File: src/rtl/io_pkg.sv
// io_pkg: shared types and constants for the transmit queue slice.
// Drain FSM state encoding plus the ASCII control bytes used by the
// optional CR insertion feature.

package io_pkg;

   typedef enum logic [1:0] {
      IDLE      = 2'd0,
      START     = 2'd1,
      WAIT_ACK  = 2'd2,
      WAIT_DONE = 2'd3
   } tx_q_state_t;

   localparam logic [7:0] ASCII_CR = 8'h0D;
   localparam logic [7:0] ASCII_LF = 8'h0A;

endpackage

File: src/rtl/io_tx_queue_if.sv
// io_tx_queue_if: producer push channel plus the uart_tx start/busy link.
// The master side is the environment (producer and uart_tx); the slave
// side is the queue itself.

interface io_tx_queue_if #(
   parameter int DEPTH = 16
);
   localparam int CW = $clog2(DEPTH) + 1;

   logic          wr_en;
   logic [7:0]    wr_data;
   logic          wr_ready;
   logic          tx_start;
   logic [7:0]    tx_data;
   logic          tx_busy;
   logic [CW-1:0] count;
   logic          empty;

   modport master (
      output wr_en, wr_data, tx_busy,
      input  wr_ready, tx_start, tx_data, count, empty
   );

   modport slave (
      input  wr_en, wr_data, tx_busy,
      output wr_ready, tx_start, tx_data, count, empty
   );

endinterface

File: src/rtl/sync_fifo.sv
// sync_fifo: byte FIFO with wrap-bit pointers.
// Pointers are one bit wider than the address so that full and empty can
// be told apart; they wrap naturally modulo 2*DEPTH. Push while full and
// pop while empty are ignored here as a second line of defence.

module sync_fifo #(
   parameter int DEPTH = 16
) (
   input  logic                   clk,
   input  logic                   rst,
   input  logic                   push,
   input  logic [7:0]             push_data,
   input  logic                   pop,
   output logic [7:0]             head,
   output logic                   full,
   output logic                   empty,
   output logic [$clog2(DEPTH):0] count
);
   localparam int AW = $clog2(DEPTH);

   logic [AW:0] wr_ptr_r;
   logic [AW:0] rd_ptr_r;
   logic [7:0]  mem_r [DEPTH];
   logic        do_push_s;
   logic        do_pop_s;

   assign full  = (wr_ptr_r[AW] != rd_ptr_r[AW]) &&
                  (wr_ptr_r[AW-1:0] == rd_ptr_r[AW-1:0]);
   assign empty = (wr_ptr_r == rd_ptr_r);
   assign count = wr_ptr_r - rd_ptr_r;
   assign head  = mem_r[rd_ptr_r[AW-1:0]];

   // Qualify requests against the registered full/empty flags.
   always_comb begin
      do_push_s = push & ~full;
      do_pop_s  = pop & ~empty;
   end

   // Pointer registers; cleared by reset.
   always_ff @(posedge clk) begin
      if (rst) begin
         wr_ptr_r <= {(AW+1){1'b0}};
         rd_ptr_r <= {(AW+1){1'b0}};
      end else begin
         if (do_push_s) begin
            wr_ptr_r <= wr_ptr_r + (AW+1)'(1);
         end
         if (do_pop_s) begin
            rd_ptr_r <= rd_ptr_r + (AW+1)'(1);
         end
      end
   end

   // Storage array; contents are don't-care until written.
   always_ff @(posedge clk) begin
      if (do_push_s) begin
         mem_r[wr_ptr_r[AW-1:0]] <= push_data;
      end
   end

endmodule

File: src/rtl/io_tx_queue.sv
// io_tx_queue: buffered transmit front-end for uart_tx.
// Bytes are pushed through a valid/ready channel into sync_fifo, and a
// drain FSM turns them into one-cycle tx_start pulses paced by tx_busy.
// Optional build macro IO_TX_QUEUE_CRLF_EN: each LF is preceded on the
// line by a CR that is generated here and never stored in the FIFO.

module io_tx_queue #(
   parameter int DEPTH     = 16,
   parameter int ACK_GUARD = 3
) (
   input logic          clk,
   input logic          rst,
   io_tx_queue_if.slave bus
);
   import io_pkg::*;

   localparam int             CW         = $clog2(DEPTH) + 1;
   localparam int             GW         = $clog2(ACK_GUARD + 1);
   localparam logic [GW-1:0]  GUARD_LAST = GW'(ACK_GUARD - 1);

   tx_q_state_t   state_r;
   tx_q_state_t   state_s;
   logic          tx_start_r;
   logic          tx_start_s;
   logic [7:0]    tx_data_r;
   logic [7:0]    tx_data_s;
   logic [GW-1:0] guard_r;
   logic [GW-1:0] guard_s;
   logic          push_s;
   logic          pop_s;
   logic          fifo_full_s;
   logic          fifo_empty_s;
   logic [7:0]    head_s;
   logic [CW-1:0] fifo_count_s;
`ifdef IO_TX_QUEUE_CRLF_EN
   logic          crlf_pending_r;
   logic          crlf_pending_s;
`endif

   // wr_ready comes from registered pointers, so a pop on the same edge
   // never opens room for a push while full.
   assign push_s       = bus.wr_en & ~fifo_full_s;
   assign bus.wr_ready = ~fifo_full_s;
   assign bus.count    = fifo_count_s;
   assign bus.empty    = fifo_empty_s;
   assign bus.tx_start = tx_start_r;
   assign bus.tx_data  = tx_data_r;

   sync_fifo #(
      .DEPTH (DEPTH)
   ) u_fifo (
      .clk       (clk),
      .rst       (rst),
      .push      (push_s),
      .push_data (bus.wr_data),
      .pop       (pop_s),
      .head      (head_s),
      .full      (fifo_full_s),
      .empty     (fifo_empty_s),
      .count     (fifo_count_s)
   );

   // Drain FSM next-state and next-output logic.
   always_comb begin
      state_s    = state_r;
      tx_start_s = 1'b0;
      tx_data_s  = tx_data_r;
      guard_s    = guard_r;
      pop_s      = 1'b0;
`ifdef IO_TX_QUEUE_CRLF_EN
      crlf_pending_s = crlf_pending_r;
`endif
      case (state_r)
         IDLE: begin
            if (!fifo_empty_s && !bus.tx_busy) begin
               state_s    = START;
               tx_start_s = 1'b1;
`ifdef IO_TX_QUEUE_CRLF_EN
               if ((head_s == ASCII_LF) && !crlf_pending_r) begin
                  tx_data_s      = ASCII_CR;
                  crlf_pending_s = 1'b1;
               end else begin
                  tx_data_s      = head_s;
                  crlf_pending_s = 1'b0;
                  pop_s          = 1'b1;
               end
`else
               tx_data_s  = head_s;
               pop_s      = 1'b1;
`endif
            end else begin
               state_s = IDLE;
            end
         end
         START: begin
            state_s = WAIT_ACK;
            guard_s = {GW{1'b0}};
         end
         WAIT_ACK: begin
            if (bus.tx_busy) begin
               state_s = WAIT_DONE;
            end else if (guard_r == GUARD_LAST) begin
               // uart_tx never acknowledged; give up and move on.
               state_s = IDLE;
            end else begin
               guard_s = guard_r + GW'(1);
            end
         end
         WAIT_DONE: begin
            if (!bus.tx_busy) begin
               state_s = IDLE;
            end else begin
               state_s = WAIT_DONE;
            end
         end
         default: begin
            state_s = IDLE;
         end
      endcase
   end

   // Drain FSM state and registered outputs.
   always_ff @(posedge clk) begin
      if (rst) begin
         state_r    <= IDLE;
         tx_start_r <= 1'b0;
         tx_data_r  <= 8'h00;
         guard_r    <= {GW{1'b0}};
`ifdef IO_TX_QUEUE_CRLF_EN
         crlf_pending_r <= 1'b0;
`endif
      end else begin
         state_r    <= state_s;
         tx_start_r <= tx_start_s;
         tx_data_r  <= tx_data_s;
         guard_r    <= guard_s;
`ifdef IO_TX_QUEUE_CRLF_EN
         crlf_pending_r <= crlf_pending_s;
`endif
      end
   end

endmodule

File: src/flat_wrapper.sv
// flat-port wrapper written by rule: the top's interface ports become plain ports
module io_tx_queue_flat import io_pkg::*;
#(
   parameter int DEPTH     = 16,
   parameter int ACK_GUARD = 3
)
  (clk, rst, bus_wr_en, bus_wr_data, bus_tx_busy, bus_wr_ready, bus_tx_start, bus_tx_data, bus_count, bus_empty);
  io_tx_queue_if #(.DEPTH(DEPTH)) bus_i ();
  input logic clk;
  input logic rst;
  input wire logic [$bits(bus_i.wr_en)-1:0] bus_wr_en;
  input wire logic [$bits(bus_i.wr_data)-1:0] bus_wr_data;
  input wire logic [$bits(bus_i.tx_busy)-1:0] bus_tx_busy;
  output wire logic [$bits(bus_i.wr_ready)-1:0] bus_wr_ready;
  output wire logic [$bits(bus_i.tx_start)-1:0] bus_tx_start;
  output wire logic [$bits(bus_i.tx_data)-1:0] bus_tx_data;
  output wire logic [$bits(bus_i.count)-1:0] bus_count;
  output wire logic [$bits(bus_i.empty)-1:0] bus_empty;
  assign bus_i.wr_en = bus_wr_en;
  assign bus_i.wr_data = bus_wr_data;
  assign bus_i.tx_busy = bus_tx_busy;
  assign bus_wr_ready = bus_i.wr_ready;
  assign bus_tx_start = bus_i.tx_start;
  assign bus_tx_data = bus_i.tx_data;
  assign bus_count = bus_i.count;
  assign bus_empty = bus_i.empty;
  io_tx_queue #(.DEPTH(DEPTH), .ACK_GUARD(ACK_GUARD)) u_core (.clk(clk), .rst(rst), .bus(bus_i));
endmodule
File: config.mk
export PLATFORM = sky130hd
export DESIGN_NAME = io_tx_queue_flat
export DESIGN_NICKNAME = d
export VERILOG_FILES = /design/src/rtl/io_pkg.sv /design/src/rtl/io_tx_queue_if.sv /design/src/rtl/sync_fifo.sv /design/src/rtl/io_tx_queue.sv /design/src/flat_wrapper.sv
export SDC_FILE = /design/constraint.sdc
export NUM_CORES = 1
export LEC_CHECK = 0
export ABC_CLOCK_PERIOD_IN_PS = 7200
export CAP_MARGIN = 15
export CORE_MARGIN = 4
export CORE_UTILIZATION = 64
export DETAILED_ROUTE_END_ITERATION = 8
export PLACE_DENSITY = 0.84
export SYNTH_ARGS = -nofsm -noshare
export SYNTH_HDL_FRONTEND = slang
export SYNTH_HIERARCHICAL = 1
export SYNTH_SLANG_ARGS = --single-unit
File: constraint.sdc
create_clock -name clk -period 7.2 [get_ports clk]
set_input_delay 1.44 -clock clk [delete_from_list [all_inputs] [get_ports clk]]
set_output_delay 1.44 -clock clk [all_outputs]
set_load 0.005 [all_outputs]
==> flow_summary.json <==
{
  "peakVddDrop_uv": 375,
  "cp_top_family": "buffers and inverters",
  "total_power_mw": 2.03,
  "arrival_ns": 2.71,
  "hold_path.class": "register to register",
  "grt_pass1_vias": 3498,
  "relSlewSlack": 0.253,
  "pwr-share-comb": 0.071,
  "grt.overflow.total": 0,
  "syn2layout_area_growth_pct": 15.7,
  "antenna_found_initial": 0,
  "core_sq_um": 9330,
  "hold_buffers": 0,
  "grt_pass1_wl_mm": 20.0,
  "synthCells": 368,
  "tightest_slew_ns": 1.11,
  "syn-mean-instance-area_sq_um": 16.8,
  "synth_seq_area_share": 0.707,
  "finalCritPeriodShare": 0.576,
  "drt_first_pass_iters": 7,
  "synth_cell_types": 43,
  "drt-total-wl_mm": 12.7,
  "cts_resized": 0,
  "pin_count": 28,
  "synth_top_area_share": 0.620,
  "cts_tree": "built",
  "syn-cell-area_sq_um": 6200,
  "pwr-share-seq": 0.492,
  "fin_skew_ns": 0.0128,
  "diodes": 0,
  "crit_required_ns": 5.76,
  "cpMaxStageDelayCell": "clkdlybuf4s50_1",
  "p_leak_nw": 2.33,
  "slew_viol_final": 0,
  "path_clk_slew_ns": 0.07,
  "p_sw_frac": 0.230,
  "critPathKind": "register to output pin",
  "placed_cells": 511,
  "grt_max_degree": 33,
  "yosys.area.top_type": "edfxtp_1",
  "status": "finished, final reports clean",
  "final_cell_count_no_fill": 546,
  "clock_sinks": 155,
  "postLayoutCoreUtil": 0.769,
  "cpMostUsedCell": "inv_1",
  "setup_tns_ns": 0,
  "root_buffer": "clkbuf_8",
  "async_flop_share": 0,
  "path_cells": "inv_1, ha_1, inv_1, fa_1, a21o_1, a21oi_1, xnor2_1, clkdlybuf4s50_1",
  "critical_path_buf_inv_count": 3,
  "viasPerCell": 6.26,
  "place_ws_ns": 3.25,
  "start_kind": "register",
  "hpwl_mm": 7.83,
  "clkPwrFrac": 0.437,
  "io_buffers": 27,
  "yosys-top-cells-count": "edfxtp_1, mux4_2, nand2_1, nor2_1, dfxtp_1",
  "ys.flop_type": "edfxtp_1",
  "switching_power_mw": 0.465,
  "hold_viol": 0,
  "die_y_um": 106,
  "wl_per_cell_um": 23.3,
  "rsz0062_at_grt": "false",
  "drtIter0Drc": 419,
  "crit_path_max_fanout": 4,
  "synth-edff-count": 128,
  "p_int_mw": 1.56,
  "place.gp.congestion": 0.816,
  "slowest_delay_ns": 0.53,
  "clk_path_buf_depth": 2,
  "clk_latency_ns": 0.53,
  "cts_made_buffers": 17,
  "drv_cap": 0,
  "fill_cells": 508,
  "yosys_warnings": 6,
  "ys_ff_latch": 155,
  "power_density_nw_per_um2": 283,
  "syn_nets": 391,
  "drc": 0,
  "crit_path_end_kind": "output pin",
  "drive_above_1_share": 0.192,
  "setup_viol": 0,
  "drtAntennaViolNets": 0,
  "ys_top_cells_by_area": "edfxtp_1, mux4_2, dfxtp_1",
  "cts_setup_buffers": 0,
  "fmax_mhz": 241,
  "start_util": 0.665,
  "vias": 3418,
  "fin_crit_ns": 4.15,
  "row_count": 35,
  "nets": 427,
  "timing.final.ws_setup_ns": 3.05,
  "yosysMostFrequentCell": "edfxtp_1",
  "htreeDepth": 4,
  "grt_usage": 0.246,
  "die_x_um": 106,
  "die_area_sq_um": 11300
}
-- cell type report --
cell class | count | area (sq um) | area share
clock buffer | 17 | 414 | 0.0578
clock inverter | 15 | 176 | 0.0246
inverter | 12 | 50.0 | 0.00698
multi-input combinational | 185 | 1680 | 0.234
sequential | 155 | 4390 | 0.612
tap | 129 | 161 | 0.0225
timing repair buffer | 33 | 308 | 0.0429
-- cell usage in the layout (no fill, tap or decap), types with 2 or more instances in the layout --
cell type and count:
edfxtp_1 128, mux4_2 32, nand2_1 30, nor2_1 28, clkdlybuf4s50_1 27, dfxtp_1 26
clkbuf_16 16, a22oi_1 16, a21oi_1 14, inv_1 11, ha_1 10, xnor2_1 7
inv_6 6, nand3_1 5, nor2b_1 4, xor2_1 4, nor3_1 4, inv_8 3
clkinv_4 3, buf_2 3, buf_4 3, bufinv_16 2, a211oi_1 2, nor4_1 2
and2_2 2, o21ai_1 2, o41ai_1 2, a21o_1 2, nand2b_1 2, o21ai_0 2
-- worst register-to-register path, cell delays in order, from the launching register on --
cell     delay, ns
dfxtp_1       0.56
ha_1          0.36
and4_1        0.29
nand2_1       0.17
inv_1         0.07
nor2b_1       0.39
nand2_1       0.15
a21o_2        0.25
nor3_1        0.85
-- final timing paths --
path	from	endpoint	slack [ns]	cells past startpoint
worst max register to register	u_core/u_fifo/wr_ptr_r[3]$_SDFFE_PP0P_	u_core/u_fifo/mem_r[3][5]$_DFFE_PP_	3.72	8
worst min-delay path	u_core/bus.tx_data[4]$_SDFFE_PP0P_	u_core/bus.tx_data[4]$_SDFFE_PP0P_	0.45	2
worst min register to register	u_core/bus.tx_data[4]$_SDFFE_PP0P_	u_core/bus.tx_data[4]$_SDFFE_PP0P_	0.45	2
worst max-delay path	u_core/u_fifo/wr_ptr_r[0]$_SDFFE_PP0P_	bus_count[4]	3.05	8
-- power groups by stage --
stage	sequential, mW	combinational (mW)	clock, mW
global placement	1.01	0.136	0
finish	0.997	0.144	0.886
global route	0.998	0.157	0.941
CTS	0.997	0.143	0.896
floorplan	1.01	0.0869	0
detailed placement	1.02	0.142	0
-- metal layers --
metal / track usage / share of wire / vias up
met5: 0 / 0 / -
met4: 0.0767 / 0.023 / 0
met3: 0.0631 / 0.073 / 29
met2: 0.405 / 0.51 / 168
met1: 0.328 / 0.39 / 1724
li1: - / - / 1497
-- sequential cells by signal, summed over array words and instances, names as in the netlist, named ones only --
name	cells
u_core/bus.tx_data	8
u_core/u_fifo/wr_ptr_r	5
u_core/u_fifo/mem_r	128
u_core/guard_r	2
u_core/bus.tx_start	1
u_core/u_fifo/rd_ptr_r	5
u_core/state_r	2
-- per-stage QoR --
step	hold WS, ns	cell area, sq um
final	0.454	7170
after global routing	0.483	7170
after CTS	0.455	7160
after detailed placement	0.446	6570
after global placement	0.446	6570
after floorplan	0.453	6200
-- cells by family (layout without fill, tap and decap cells) --
logic type	Yosys count	after routing	synth area share
flops	155	155	0.707
compound gates	45	45	0.0494
xor+xnor	12	12	0.0182
fa+ha+maj	11	11	0.0234
simple gates	84	84	0.0614
buf+inv	28	77	0.0226
mux	33	33	0.118
Note: power is estimated with default switching activity, not from simulation.
